`config.mk`:
```
export PLATFORM = sky130hd
export DESIGN_NAME = down_counter_timer_flat
export DESIGN_NICKNAME = d
export VERILOG_FILES = /design/src/rtl/down_counter_timer_if.sv /design/src/rtl/down_counter_timer.sv /design/src/flat_wrapper.sv
export SDC_FILE = /design/constraint.sdc
export NUM_CORES = 1
export LEC_CHECK = 0
export ABC_CLOCK_PERIOD_IN_PS = 1600
export BUFFER_PORTS_ARGS = -buffer_cell sky130_fd_sc_hd__buf_4
export CORE_AREA = 3 3 49 51
export CTS_BUF_LIST = sky130_fd_sc_hd__clkbuf_4
export DETAILED_ROUTE_END_ITERATION = 8
export DIE_AREA = 0 0 52 54
export GPL_ROUTABILITY_DRIVEN = 0
export PLACE_DENSITY = 0.54
export RECOVER_POWER = 100
export SYNTH_ARGS = -nofsm -noshare
export SYNTH_HDL_FRONTEND = slang
export SYNTH_SLANG_ARGS = --single-unit
```
`constraint.sdc`:
```
create_clock -name clk -period 1.6 [get_ports clk]
set_input_delay 0.16 -clock clk [delete_from_list [all_inputs] [get_ports clk]]
set_output_delay 0.16 -clock clk [all_outputs]
set_load 0.01 [all_outputs]
```
`src/rtl/down_counter_timer_if.sv`:
```
// Control and status bundle for down_counter_timer: the master drives the
// controls and observes the count and status flags.
interface down_counter_timer_if #(
    parameter int WIDTH = 4
);
    logic             clr;
    logic             load;
    logic [WIDTH-1:0] load_val;
    logic             en;
    logic             auto_reload;
    logic [WIDTH-1:0] count;
    logic             tc;
    logic             busy;
    logic             done;

    modport master (
        output clr, load, load_val, en, auto_reload,
        input  count, tc, busy, done
    );

    modport slave (
        input  clr, load, load_val, en, auto_reload,
        output count, tc, busy, done
    );
endinterface

```
`src/rtl/down_counter_timer.sv`:
```
// Loadable down counter with terminal-count pulse and optional auto-reload.
// Serves as an interval timer (one-shot) or a modulo-N clock-enable divider.
module down_counter_timer #(
    parameter int WIDTH = 4
) (
    input  logic                  clk,
    input  logic                  reset_b,
    down_counter_timer_if.slave   bus
);
    typedef enum logic [1:0] {
        IDLE = 2'd0,
        RUN  = 2'd1,
        DONE = 2'd2
    } state_t;

    localparam logic [WIDTH-1:0] ZERO = '0;
    localparam logic [WIDTH-1:0] ONE  = {{(WIDTH-1){1'b0}}, 1'b1};

    state_t           state, state_nxt;
    logic [WIDTH-1:0] count_q, count_nxt;
    logic [WIDTH-1:0] reload_q, reload_nxt;
    logic             tc_q, tc_nxt;
    logic             busy_q, done_q;

    always_ff @(posedge clk or negedge reset_b) begin
        if (!reset_b) begin
            state    <= IDLE;
            count_q  <= ZERO;
            reload_q <= ZERO;
            tc_q     <= 1'b0;
            busy_q   <= 1'b0;
            done_q   <= 1'b0;
        end else begin
            state    <= state_nxt;
            count_q  <= count_nxt;
            reload_q <= reload_nxt;
            tc_q     <= tc_nxt;
            // Status flags are decoded from the next state so they line up with it
            busy_q   <= (state_nxt == RUN);
            done_q   <= (state_nxt == DONE);
        end
    end

    always_comb begin
        state_nxt  = state;
        count_nxt  = count_q;
        reload_nxt = reload_q;
        tc_nxt     = 1'b0;

        if (bus.clr) begin
            state_nxt = IDLE;
            count_nxt = ZERO;
        end else if (bus.load) begin
            count_nxt  = bus.load_val;
            reload_nxt = bus.load_val;
            state_nxt  = (bus.load_val != ZERO) ? RUN : IDLE;
        end else if (state == RUN && bus.en) begin
            if (count_q == ONE) begin
                tc_nxt = 1'b1;
                if (bus.auto_reload) begin
                    count_nxt = reload_q;
                end else begin
                    count_nxt = ZERO;
                    state_nxt = DONE;
                end
            end else begin
                count_nxt = count_q - ONE;
            end
        end
    end

    assign bus.count = count_q;
    assign bus.tc    = tc_q;
    assign bus.busy  = busy_q;
    assign bus.done  = done_q;
endmodule

```
`src/flat_wrapper.sv`:
```
// flat-port wrapper written by rule: the top's interface ports become plain ports
module down_counter_timer_flat 
#(
    parameter int WIDTH = 4
)
  (clk, reset_b, bus_clr, bus_load, bus_load_val, bus_en, bus_auto_reload, bus_count, bus_tc, bus_busy, bus_done);
  down_counter_timer_if #(.WIDTH(WIDTH)) bus_i ();
  input  logic clk;
  input  logic reset_b;
  input wire logic [$bits(bus_i.clr)-1:0] bus_clr;
  input wire logic [$bits(bus_i.load)-1:0] bus_load;
  input wire logic [$bits(bus_i.load_val)-1:0] bus_load_val;
  input wire logic [$bits(bus_i.en)-1:0] bus_en;
  input wire logic [$bits(bus_i.auto_reload)-1:0] bus_auto_reload;
  output wire logic [$bits(bus_i.count)-1:0] bus_count;
  output wire logic [$bits(bus_i.tc)-1:0] bus_tc;
  output wire logic [$bits(bus_i.busy)-1:0] bus_busy;
  output wire logic [$bits(bus_i.done)-1:0] bus_done;
  assign bus_i.clr = bus_clr;
  assign bus_i.load = bus_load;
  assign bus_i.load_val = bus_load_val;
  assign bus_i.en = bus_en;
  assign bus_i.auto_reload = bus_auto_reload;
  assign bus_count = bus_i.count;
  assign bus_tc = bus_i.tc;
  assign bus_busy = bus_i.busy;
  assign bus_done = bus_i.done;
  down_counter_timer #(.WIDTH(WIDTH)) u_core (.clk(clk), .reset_b(reset_b), .bus(bus_i));
endmodule
```
==> impl_metrics.toml, run 1 <==
[status]
outcome = "complete, no violations"

[drt]
drt_iter0_markers = 15
wirelength_mm = 1.71
dr.pass1.iters = 5
viasPerCell = 5.24
drc = 0
vias = 639
antenna_left = 0
wire_per_inst_um = 14.0

[power_and_ir_drop]
p_int_uw = 547
power_frac_comb = 0.206
power.density_mw_per_mm2 = 805
p_leak_nw = 0.410
p_sw_frac = 0.278
p_seq_frac = 0.493
p_sw_uw = 211
peakVddDrop_v = 0.000468
clkPwrFrac = 0.301

[yosys]
synth_nets = 81
muxShareOfSynthArea = 0.0768
synth_largest_area_cell = "dfrtp_1"
synth-main-ff-cell = "dfrtp_1"
yosys_warnings = 0
yosysUniqueCellTypes = 27
synthXorXnorAreaFrac = 0
synth_common_cells = "13 x dfrtp_1, 8 x a21oi_1, 8 x nand2_1"
ys_top_cells_by_area = "dfrtp_1 46%, a21oi_1 5.7%, mux2_2 4.8%"
yosysMostFrequentCell = "dfrtp_1"
synth_top_area_share = 0.464
synthArstFlopShare = 1.00
ys_seq_area_frac = 0.464
synth_top_family_by_area = "simple AND/OR/NAND/NOR gates"
ys_ff_latch = 13
avgSynthCellArea_um2 = 10.2
netlist_area_um2 = 701
synthCells = 69
synth-simple-area-share = 0.236
yosys.area_share.adder = 0.0357
synth_edf_count = 0
synth_compound_area_frac = 0.154

[global_route]
grt_pass1_wl_mm = 2.82
grt_util_all_layers = 0.138
antenna_found_initial = 0
grt_pass1_vias = 600
globalRouteOverflowTotal = 0
grt_max_degree = 19

[place]
place_ws_ps = -64.0
portBuffers = 16
placed_cells = 114
dp_hpwl_mm = 1.17

[die]
die_h_um = 54
start_util = 0.354
dieArea_mm2 = 0.00281
die_x_um = 52
core_mm2 = 0.00198
ios = 17
fp-row-count = 16

[worst_setup_path]
critPathBufInv = 1
critical_path.cell_chain = "inv_2, ha_4, nor3b_4, a31oi_1, a2111oi_1"
cp-startpoint = "u_core.bus.count[1]"
reg2reg_depth = 5
slowest_delay_ps = 400
required_ps = 1740
end_kind = "register"
r2r-start = "u_core.bus.count[1]"
path_max_fanout = 4
worst_ep_arrival_time_ps = 1670
crit_family = "compound AO/OA/AOI/OAI gates"
crit_type = "register to register"
reg2reg_setup_slack_ps = 70
regToRegEndpoint = "u_core.bus.done"
slowest_stage = "dfrtp_1"
startpoint_type = "register"

[worst_hold_path]
hold_end = "u_core.bus.count[0]"
hp-start = "bus_clr"
hold_class = "input port to register"
hold_depth = 2

[finish]
layout.nets = 108
drive_gt1_frac = 0.316
stdcell_count = 122
syn_to_final_growth_pct = 34.3
insertedDiodeCount = 0

[timing]
hold_viol = 0
fmax_mhz = 654
worst_slew_pin_slew_ps = 722
fin_skew_ps = 4.02
finalSetupViolations = 0
setup_slack_ps = 71.7
max_slew_margin = 0.518
fin_crit_ps = 1530
slew_viol_final = 0
fin_tns_setup_ps = 0
hold_slack_ps = 128
period_share = 0.955

[cts]
clk_pin_slew_ps = 90
numCtsBuffers = 3
clk_latency_ps = 280
cts_tree = "built"
clock_tree.buffer_depth = 2
cts-root-buf = "clkbuf_4"
clock_sink_count = 13
htreeDepth = 1

[run]
max_cap_viol_count = 0
worst max-delay path by stage:
stage	endpoint	cells past startpoint
after floorplan	u_core.bus.done	5
after global placement	u_core.bus.count[0]	7
after detailed placement	u_core.bus.done	5
after CTS	u_core.bus.done	5
after global routing	u_core.bus.count[1]	7
final	u_core.bus.done	5
power by group through the flow:
| stage | combinational (mW) | clock [mW] | sequential, mW |
|---|---|---|---|
| floorplan | 0.0739 | 0 | 0.381 |
| global placement | 0.150 | 0 | 0.377 |
| detailed placement | 0.150 | 0 | 0.378 |
| CTS | 0.158 | 0.235 | 0.372 |
| global route | 0.176 | 0.243 | 0.377 |
| finish | 0.156 | 0.228 | 0.373 |
metrics by stage:
| step | cell area [µm²] | total power, mW | utilization |
|---|---|---|---|
| after floorplan | 701 | 0.454 | - |
| after global placement | 880 | 0.527 | 0.444 |
| after detailed placement | 880 | 0.528 | 0.444 |
| after CTS | 941 | 0.766 | 0.475 |
| after global routing | 941 | 0.795 | 0.475 |
| final | 941 | 0.758 | 0.475 |
flip-flops by register name, summed over array words and instances (netlist names):
signal,flops
u_core.bus.busy,1
u_core.reload_q,4
u_core.bus.tc,1
u_core.state,2
u_core.bus.done,1
u_core.bus.count,4
layer usage:
layer,global-route usage,share of wire,up-vias
met5,0,0,-
met1,0.189,0.47,310
met4,0.0786,0.0053,0
met3,0.0222,0.069,2
li1,-,-,309
met2,0.207,0.46,18
cell type report:
class | count | area (µm²)
fillers | 199 | 1040
multi-input cells | 50 | 373
flip-flops and latches | 13 | 325
repair buffers | 25 | 168
well taps | 27 | 33.8
clock buffers | 4 | 30.0
inverters | 3 | 11.3
cells by family (layout without fill, tap and decap cells):
| logic type | after synthesis | count (layout) |
|---|---|---|
| AOI/OAI and AO/OA | 18 | 18 |
| DFF | 13 | 13 |
| muxes | 5 | 5 |
| buffers and inverters | 6 | 32 |
| adders and majority gates | 2 | 2 |
| and+or+nand+nor | 25 | 25 |
worst reg2reg max path: cells and delay by family, from the launching register on:
kind / cells / cell delay (ps)
compound gates: 2 / 510
fa+ha+maj: 1 / 140
buf+inv: 1 / 80
flops: 1 / 400
simple gates: 1 / 250
cells in the final DEF, fill, tap and decap left out, types with 2 or more instances in the layout:
cell and count:
a211oi_1 3, a21oi_1 8, a31oi_1 2, buf_4 16
clkbuf_1 7, clkbuf_4 4, dfrtp_1 13, inv_1 2
mux2_2 3, mux2i_1 2, nand2_1 8, nand2b_1 2
nor3_1 2, nor4_1 2, nor4b_1 2, o21ai_0 3
timing repair:
action	CTS	global route
buffers inserted	2	1
pin swaps	0	2
gates resized for setup	1	5
endpoints found under the hold margin	13	0
hold buffers	1	0
endpoints found under the setup margin	2	6
No activity file was read; power rests on OpenSTA's default activity.
==> run 2, diff against run 1 <==
Settings changed: MAX_ROUTING_LAYER from default to met4.
==> impl_metrics.toml, run 2 (same netlist as run 1, synthesis figures left out) <==
[status]
outcome = "complete, no violations"

[place]
dp_hpwl_mm = 1.17
portBuffers = 16
placed_cells = 114
place_ws_ps = -64.0
place_area_um2 = 880

[finish]
postLayoutCellArea_um2 = 941
layout_commonest_cell = "buf_4"
syn_to_final_growth_pct = 34.3
final_cell_mix = "16 x buf_4, 13 x dfrtp_1, 8 x a21oi_1, 8 x nand2_1, 7 x clkbuf_1"
layout.nets = 108
drive_gt1_frac = 0.316
stdcell_count = 122
insertedDiodeCount = 0

[worst_setup_path]
slowest_delay_ps = 400
worst_ep_arrival_time_ps = 1670
crit_family = "compound AO/OA/AOI/OAI gates"
reg2reg_setup_slack_ps = 70
cp-startpoint = "u_core.bus.count[1]"
regToRegEndpoint = "u_core.bus.done"
required_ps = 1740
end_kind = "register"
slowest_stage = "dfrtp_1"
critPathBufInv = 1
path_max_fanout = 4
startpoint_type = "register"
crit_type = "register to register"
r2r-start = "u_core.bus.count[1]"
reg2reg_depth = 5
critical_path.cell_chain = "inv_2, ha_4, nor3b_4, a31oi_1, a2111oi_1"

[cts]
clock_tree.buffer_depth = 2
htreeDepth = 1
clk_pin_slew_ps = 90
clk_latency_ps = 280
clock_sink_count = 13
cts_tree = "built"
numCtsBuffers = 3
cts-root-buf = "clkbuf_4"

[global_route]
grt_pass1_vias = 600
grt_util_all_layers = 0.143
grt_max_degree = 19
grt_pass1_wl_mm = 2.82
globalRouteOverflowTotal = 0
antenna_found_initial = 0

[die]
start_util = 0.354
fp-row-count = 16
core_mm2 = 0.00198
die_x_um = 52
ios = 17
dieArea_mm2 = 0.00281
die_h_um = 54

[power_and_ir_drop]
power.density_mw_per_mm2 = 805
peakVddDrop_v = 0.000468
p_leak_nw = 0.410

[timing]
period_share = 0.955
fin_skew_ps = 4.01
worst_slew_pin_slew_ps = 722
setup_slack_ps = 71.7
fmax_mhz = 654
slew_viol_final = 0
fin_crit_ps = 1530
hold_viol = 0
finalSetupViolations = 0
max_slew_margin = 0.518

[worst_hold_path]
hold_depth = 2
hold_class = "input port to register"
hold_end = "u_core.bus.count[0]"
hp-start = "bus_clr"

[drt]
drt_iter0_markers = 15
wirelength_mm = 1.71
vias = 639
dr.pass1.iters = 5
drc = 0
antenna_left = 0
viasPerCell = 5.24
wire_per_inst_um = 14.0

[run]
max_cap_viol_count = 0
-- run 2: cell counts in the layout (fill, tap and decap cells not counted) --
No cell type changed its count.
-- run 2: worst register-to-register path, delay by kind of cell, from the launching register on --
family	cells	cell delay [ps]
AOI/OAI and AO/OA	2	510
adders and majority gates	1	140
buffers and inverters	1	80
DFF	1	400
and+or+nand+nor	1	250
-- run 2: worst max-delay path by stage --
stage               depth (start not counted)                  end  slack [ps]
floorplan                                   5      u_core.bus.done          50
global placement                            7  u_core.bus.count[0]          20
detailed placement                          5      u_core.bus.done         -60
CTS                                         5      u_core.bus.done          30
global route                                7  u_core.bus.count[1]         -10
finish                                      5      u_core.bus.done          70
-- run 2: area by class of cell --
class | count | area, µm²
Clock buffer | 4 | 30.0
Fill cell | 199 | 1040
Inverter | 3 | 11.3
Multi-Input combinational cell | 50 | 373
Sequential cell | 13 | 325
Tap cell | 27 | 33.8
Timing Repair Buffer | 25 | 168
-- run 2: power by group --
part	switching (mW)	internal, mW	leakage [nW]
clock network	0.114	0.114	0.0184
registers	0.0201	0.353	0.167
logic	0.0764	0.0799	0.225
total	0.211	0.547	0.410
-- run 2: through the flow --
| stage | utilization | power, mW | hold WS, ps | setup TNS (ps) |
|---|---|---|---|---|
| CTS | 0.475 | 0.766 | 121 | 0 |
| detailed placement | 0.444 | 0.528 | 17.5 | -77.3 |
| global placement | 0.444 | 0.527 | 17.7 | 0 |
| global route | 0.475 | 0.795 | 134 | -13.9 |
| floorplan | - | 0.454 | -136 | 0 |
| finish | 0.475 | 0.758 | 128 | 0 |
-- run 2: metal layers --
layer,routed length [µm],track usage
met4,9,0.0786
met2,777,0.207
met5,0,-
met3,118,0.0222
met1,802,0.189
-- run 2: timing repair --
| action | 4_1_cts | 5_1_grt |
|---|---|---|
| pin swaps | 0 | 2 |
| gates resized for setup | 1 | 5 |
| hold buffers | 1 | 0 |
| cloned | 0 | 0 |
| setup endpoints to repair | 2 | 6 |
| buffers inserted | 2 | 1 |
| hold endpoints to repair | 13 | 0 |
